`config.mk`:
```
export PLATFORM = sky130hd
export DESIGN_NAME = mem_bus_responder
export DESIGN_NICKNAME = d
export VERILOG_FILES = /design/src/rtl/mem_bus_responder.sv
export SDC_FILE = /design/constraint.sdc
export NUM_CORES = 1
export LEC_CHECK = 0
export CORE_AREA = 8 8 224 226
export DETAILED_ROUTE_END_ITERATION = 8
export DIE_AREA = 0 0 232 234
export PLACE_DENSITY_LB_ADDON = 0.3
export SYNTH_ARGS = -nofsm -noshare
export SYNTH_HDL_FRONTEND = slang
export SYNTH_SLANG_ARGS = --single-unit
export TNS_END_PERCENT = 5
```
`constraint.sdc`:
```
create_clock -name clock -period 3 [get_ports clock]
set_input_delay 0.9 -clock clock [delete_from_list [all_inputs] [get_ports clock]]
set_output_delay 0.9 -clock clock [all_outputs]
set_load 0.005 [all_outputs]
```
`src/rtl/mem_bus_responder.sv`:
```
// mem_bus_responder: memory-side endpoint of the shared coherence bus.
// It decodes requests from the current bus master, performs the main-memory read
// or write, returns a one-cycle completion message to the controller and drives
// the line that was read onto the bus data lines.
//
// Ports:
//   clock, reset          system clock, synchronous active-high reset
//   bus_msg               message code from the current bus master
//   bus_address           line address on the bus
//   bus_data_in           line data from the master (writebacks)
//   req_ready             controller grants memory service of the current request
//   shared_in             OR of snoop-hit lines from peer L1s
//   mem2controller_msg    completion message (MEM_RESP / MEM_RESP_S / MEM_C_RESP)
//   bus_data_out          line data returned to the requester
//   mem_read, mem_write   main-memory strobes, held until mem_valid
//   mem_address           main-memory line address
//   mem_data_out          write data to main memory
//   mem_data_in           read data from main memory
//   mem_valid             main-memory completion
//
// Optional feature, macro MEM_STATS_EN: adds the 32-bit wrapping transaction
// counters stat_reads, stat_writes and stat_coh_wb.

module mem_bus_responder #(
    parameter int unsigned MSG_BITS   = 4,
    parameter int unsigned ADDR_WIDTH = 32,
    parameter int unsigned DATA_WIDTH = 128
) (
    input  logic                  clock,
    input  logic                  reset,
    input  logic [MSG_BITS-1:0]   bus_msg,
    input  logic [ADDR_WIDTH-1:0] bus_address,
    input  logic [DATA_WIDTH-1:0] bus_data_in,
    input  logic                  req_ready,
    input  logic                  shared_in,
    output logic [MSG_BITS-1:0]   mem2controller_msg,
    output logic [DATA_WIDTH-1:0] bus_data_out,
    output logic                  mem_read,
    output logic                  mem_write,
    output logic [ADDR_WIDTH-1:0] mem_address,
    output logic [DATA_WIDTH-1:0] mem_data_out,
    input  logic [DATA_WIDTH-1:0] mem_data_in,
    input  logic                  mem_valid
`ifdef MEM_STATS_EN
    ,
    output logic [31:0]           stat_reads,
    output logic [31:0]           stat_writes,
    output logic [31:0]           stat_coh_wb
`endif
);

    localparam logic [MSG_BITS-1:0] NO_REQ     = MSG_BITS'(0);
    localparam logic [MSG_BITS-1:0] R_REQ      = MSG_BITS'(1);
    localparam logic [MSG_BITS-1:0] WB_REQ     = MSG_BITS'(2);
    localparam logic [MSG_BITS-1:0] FLUSH      = MSG_BITS'(3);
    localparam logic [MSG_BITS-1:0] FLUSH_S    = MSG_BITS'(4);
    localparam logic [MSG_BITS-1:0] RFO_BCAST  = MSG_BITS'(6);
    localparam logic [MSG_BITS-1:0] C_WB       = MSG_BITS'(7);
    localparam logic [MSG_BITS-1:0] C_FLUSH    = MSG_BITS'(8);
    localparam logic [MSG_BITS-1:0] MEM_RESP   = MSG_BITS'(10);
    localparam logic [MSG_BITS-1:0] MEM_RESP_S = MSG_BITS'(11);
    localparam logic [MSG_BITS-1:0] MEM_C_RESP = MSG_BITS'(12);

    typedef enum logic [1:0] {
        IDLE      = 2'd0,
        MEM_READ  = 2'd1,
        MEM_WRITE = 2'd2,
        RESPOND   = 2'd3
    } state_t;

    state_t              state;
    logic [MSG_BITS-1:0] resp_code;  // completion code chosen at accept time
    logic                armed;      // mem_valid only honoured from the second strobe cycle

    // Request classification of the message currently on the bus.
    logic is_coh;
    logic is_rd;
    logic is_wr;
    logic done;

    assign is_coh = (bus_msg == C_WB) || (bus_msg == C_FLUSH);
    assign is_rd  = req_ready && ((bus_msg == R_REQ) || (bus_msg == RFO_BCAST));
    assign is_wr  = req_ready && ((bus_msg == WB_REQ) || (bus_msg == FLUSH) ||
                                  (bus_msg == FLUSH_S));
    assign done   = armed && mem_valid;

    // Responder FSM with registered outputs.
    always_ff @(posedge clock) begin
        if (reset) begin
            state              <= IDLE;
            resp_code          <= NO_REQ;
            armed              <= 1'b0;
            mem2controller_msg <= NO_REQ;
            bus_data_out       <= '0;
            mem_read           <= 1'b0;
            mem_write          <= 1'b0;
            mem_address        <= '0;
            mem_data_out       <= '0;
        end else begin
            case (state)
                IDLE: begin
                    mem2controller_msg <= NO_REQ;
                    armed              <= 1'b0;
                    // Coherence writebacks win over any granted request.
                    if (is_coh) begin
                        mem_address  <= bus_address;
                        mem_data_out <= bus_data_in;
                        mem_write    <= 1'b1;
                        resp_code    <= MEM_C_RESP;
                        state        <= MEM_WRITE;
                    end else if (is_rd) begin
                        mem_address <= bus_address;
                        mem_read    <= 1'b1;
                        resp_code   <= ((bus_msg == R_REQ) && shared_in) ? MEM_RESP_S : MEM_RESP;
                        state       <= MEM_READ;
                    end else if (is_wr) begin
                        mem_address  <= bus_address;
                        mem_data_out <= bus_data_in;
                        mem_write    <= 1'b1;
                        resp_code    <= MEM_RESP;
                        state        <= MEM_WRITE;
                    end
                end
                MEM_READ: begin
                    armed <= 1'b1;
                    if (done) begin
                        bus_data_out       <= mem_data_in;
                        mem_read           <= 1'b0;
                        mem2controller_msg <= resp_code;
                        state              <= RESPOND;
                    end
                end
                MEM_WRITE: begin
                    armed <= 1'b1;
                    if (done) begin
                        mem_write          <= 1'b0;
                        mem2controller_msg <= resp_code;
                        state              <= RESPOND;
                    end
                end
                RESPOND: begin
                    mem2controller_msg <= NO_REQ;
                    armed              <= 1'b0;
                    state              <= IDLE;
                end
                default: begin
                    state <= IDLE;
                end
            endcase
        end
    end

`ifdef MEM_STATS_EN
    // Transaction counters, bumped on the edge that enters RESPOND.
    always_ff @(posedge clock) begin
        if (reset) begin
            stat_reads  <= 32'd0;
            stat_writes <= 32'd0;
            stat_coh_wb <= 32'd0;
        end else if (done) begin
            if (state == MEM_READ) begin
                stat_reads <= stat_reads + 32'd1;
            end else if (state == MEM_WRITE) begin
                if (resp_code == MEM_C_RESP) begin
                    stat_coh_wb <= stat_coh_wb + 32'd1;
                end else begin
                    stat_writes <= stat_writes + 32'd1;
                end
            end
        end
    end
`endif

endmodule

```
# After elaboration in Yosys (flattened, before gate mapping)
# Index checks and enable logic that the tools add are counted.
# totals
reg_bits	301
wordCells	75
# classes
n_eq_ne	19
muxes	26
reduce_logical	21
# ops
cell	count
$mux 128	3
$mux 32	3
$mux 4	4
$eq 4x3->1 const B	3
$ne 2x2->1 const B	5
$eq 4x2->1 const B	2
$mux 2	4
$pmux 4 s2	1
$reduce_and 4->1	2
$mux 1	7
$ne 3x3->1 const B	2
$pmux 1 s2	3
$pmux 2 s3	1
$reduce_and 2->1	3
$reduce_bool 2->1	3
$eq 2x2->1 const B	2
$eq 4x1->1 const B	1
$eq 4x4->1 const B	1
$logic_and 1x1->1	4
$logic_or 1x1->1	4
$ne 4x4->1 const B	1
$reduce_or 2->1	2
$reduce_and 3->1	1
$reduce_bool 3->1	1
other kinds (3)	3

# Depth between registers and ports, before layout
# depth
ltp_word	8
ltp_mapped	8

# Worst setup path after synthesis
# OpenSTA, ideal clock, no wires.
# synth_path
path_kind	input port to flip-flop
from	input port bus_msg[2]
to	register mem_data_out[100]
arrival_ns	2.327
required_ns	2.928
path_slack_ns	0.601
path_stages	8
n_path_buf	4
cell_sequence	clkbuf_1 > or3_1 > nor2_1 > o21a_1 > buf_4 > buf_12 > buf_12 > mux2i_1
# synth_between
elab_chain_len	6
# synth_lines
element	line_no	source
start, declared	31	input logic [MSG_BITS-1:0] bus_msg,
$eq 4x2->1	83	assign is_wr = req_ready && ((bus_msg == WB_REQ) || (bus_msg == FLUSH) ||
$logic_or 1x1->1 (2 in a row)	83	
$logic_and 1x1->1	83	
$reduce_bool 2->1 (no source line)	--	
$reduce_and 3->1 (no source line)	--	
end signal, assigned	107	mem_data_out <= bus_data_in;
end signal, assigned	118	mem_data_out <= bus_data_in;
end, declared	41	output logic [DATA_WIDTH-1:0] mem_data_out,
# Several ways; a longest one is shown, not always the timed one.
# A chain may end at the register's enable or synchronous reset.

# Worst setup path in the final report
# layout_path
from	input port req_ready
to	register mem_data_out[124]
# layout_between
elab_chain_len	3
# layout_lines
element	line_no	source
start, declared	34	input logic req_ready,
$logic_and 1x1->1 (on tied branches)	82, 83	
$ne 2x2->1 (no source line) / $reduce_bool 2->1 (equally long branches)	--	
$reduce_and 3->1 (no source line) *	--	
# Mark *: on every way between the ends. The rest lies on a longest branch, timed or not.

==> results.py <==
metrics = {
    "run_status": {
        "outcome": "completed",
    },
    "timing": {
        "slew_headroom_pct": 55.5,
        "fin_tns_setup_ps": 0,
        "timing.fmax_ghz": 0.400,
        "rsz0062_at_grt": "no",
        "fin_skew_ps": 6.46,
        "min_period_over_period_pct": 83.4,
        "final-hold-violation-count": 0,
        "tightest_slew_ps": 668,
        "fin_hold_ws_ps": 451,
        "setup_viol": 0,
        "slew_violations": 0,
        "min_period_ps": 2500,
    },
    "clock_tree": {
        "clock_latency_ps": 530,
        "htree_levels": 2,
        "ctsHoldBuffers": 0,
        "cts_resized": 0,
        "clock_path_buffers": 3,
        "clockRootBuffer": "clkbuf_16",
        "postCtsSetupRepairBufs": 0,
        "cts_tree": "done",
        "cts_buffers": 36,
        "clkSinkCount": 301,
        "path_clk_slew_ps": 60,
    },
    "die": {
        "rows": 80,
        "io_pins": 591,
        "die_y_um": 234,
        "dieWidth_um": 232,
        "die-area_um2": 54300,
        "coreArea_um2": 46800,
        "initial_core_util_pct": 24.6,
    },
    "global_routing": {
        "grt_pass1_vias": 11345,
        "grt_first_pass_wirelength_mm": 66.9,
        "antenna_found_initial": 2,
        "grt-ovfl-total": 0,
        "grt_max_degree": 135,
        "grt_usage_pct": 15.6,
    },
    "layout": {
        "area_delta_synth_final_pct": 66.8,
        "n_fill_cell": 4707,
        "finalNetCount": 2223,
        "drive_gt1_share_pct": 5.60,
        "fin_util_pct": 41.1,
    },
    "min_path": {
        "hp-class": "reg2reg",
        "hold_path_startpoint": "bus_data_out[50]",
    },
    "placement": {
        "hpwlAfterDp_mm": 34.7,
        "place_congestion": 0.770,
        "io_buffer_count": 590,
    },
    "run": {
        "maxCapViolations": 0,
    },
    "drt": {
        "ant_nets": 0,
        "viasPerCell": 4.34,
        "first_pass_iters": 5,
        "routed_wl_mm": 44.8,
        "vias": 11124,
        "remaining_drc_errors": 0,
        "post_drt_wl_per_cell_um": 17.5,
        "drt_iter0_drc": 464,
    },
    "synthesis": {
        "ys.flop_type": "dfxtp_1",
        "ys_warn_count": 0,
        "async_flop_share_pct": 0,
        "synth_area_um2": 11500,
        "syn_inst": 1347,
        "ys_types": 40,
        "syn_nets": 1647,
        "syn_avg_cell_area_um2": 8.57,
        "ys_ff_latch": 301,
        "yosysSeqAreaShare_pct": 52.2,
        "synth_edf_count": 0,
    },
    "power": {
        "p_sw_uw": 2690,
        "power_density_nw_per_um2": 553,
        "switching_share_pct": 25.3,
        "max-vdd-ir-drop_uv": 404,
        "combPwrFrac_pct": 20.1,
        "clock_power_share_pct": 37.9,
        "intPower_uw": 7950,
        "p_total_uw": 10600,
        "p_leak_uw": 0.00697,
        "pwr-share-seq_pct": 42.0,
    },
    "critical_path": {
        "endpoint_kind": "flop",
        "path_max_fanout": 31,
        "crit_path_start": "req_ready",
        "start_kind": "input pin",
        "crit_arrival_ps": 2960,
        "critPathKind": "in2reg",
        "r2r_start": "state[1]",
        "required_ps": 3450,
    },
}
-- Yosys cell counts, drive strengths merged, types with 2 or more instances --
cell	n	area, um^2
a21oi	136	681
nand2	596	2240
nor2b	3	18.8
or3b	3	26.3
inv	6	22.5
nor3	2	10.0
mux2	2	22.5
nor2	4	15.0
dfxtp	301	6030
o21a	3	22.5
o311ai	2	17.5
buf	25	317
or2b	2	15.0
ha	3	37.5
mux2i	164	1640
clkbuf	77	289
-- path summary, 6_finish.rpt --
kind / endpoint / slack [ps] / depth (start not counted)
max: mem_data_out[124] / 500 / 6
min: bus_data_out[50] / 450 / 2
max reg2reg: bus_data_out[96] / 1270 / 7
min reg2reg: bus_data_out[50] / 450 / 2
-- sequential cells by signal (all words and copies together) (netlist names) --
name,flops
state,2
mem_data_out,128
mem2controller_msg,4
resp_code,4
armed,1
mem_write,1
mem_read,1
mem_address,32
bus_data_out,128
-- worst max-delay path: stages --
cell             delay [ps]
clkdlybuf4s50_1         470
or3b_1                  370
a311oi_2                350
o21a_4                  330
buf_12                  280
mux2i_1                 230
-- per-stage QoR --
stage                     worst slack (ps)  area (um^2)  std cells
after floorplan                        601        11500       1347
after global placement               -42.4        18200       2500
after detailed placement             -44.5        18200       2500
after CTS                              521        19200       2561
after global routing                   436        19200       2561
final                                  497        19200       2562
-- final cells by class --
type | count | area (um^2) | area share [%]
inverter | 7 | 33.8 | 0.176
tap | 615 | 769 | 4.00
clock inverter | 9 | 72.6 | 0.377
clock buffer | 52 | 992 | 5.16
timing repair buffer | 640 | 6440 | 33.5
sequential | 301 | 6030 | 31.3
antenna | 1 | 2.50 | 0.0130
multi-input combinational | 937 | 4900 | 25.5
-- cell usage in the layout, fill, tap and decap left out, drive strengths merged, types with 2 or more instances in the layout --
cell / count
nand2: 596
a21oi: 136
or2b: 2
clkbuf: 52
mux2i: 164
o21a: 3
nor2b: 3
or3b: 3
inv: 7
nor2: 4
buf: 51
o311ai: 2
dfxtp: 301
ha: 3
nor3: 2
mux2: 2
clkdlybuf4s50: 589
clkinv: 7
-- metal layers --
layer  global-route usage [%]  vias up  share of wire, %
met4                     4.03        2               2.0
met1                     16.8     5143                39
met5                        0        -             0.029
met2                     26.8      427                48
met3                     7.79       58                11
li1                         -     5494                 -
-- power groups by stage --
| stage | Clock [uW] | Combinational, uW | Sequential (uW) |
|---|---|---|---|
| floorplan | 0 | 990 | 4550 |
| global placement | 0 | 2140 | 4540 |
| detailed placement | 0 | 2170 | 4550 |
| CTS | 4200 | 2180 | 4470 |
| global route | 4370 | 2300 | 4500 |
| finish | 4040 | 2140 | 4470 |
-- kinds of logic after synthesis --
group | synth area share, %
adder cells (fa/ha/maj) | 0.325
multiplexers | 14.4
buffers and inverters | 5.48
AND/OR/NAND/NOR | 20.5
flip-flops | 52.2
AO/OA/AOI/OAI | 7.01
Power figures use the tool's default switching activity.
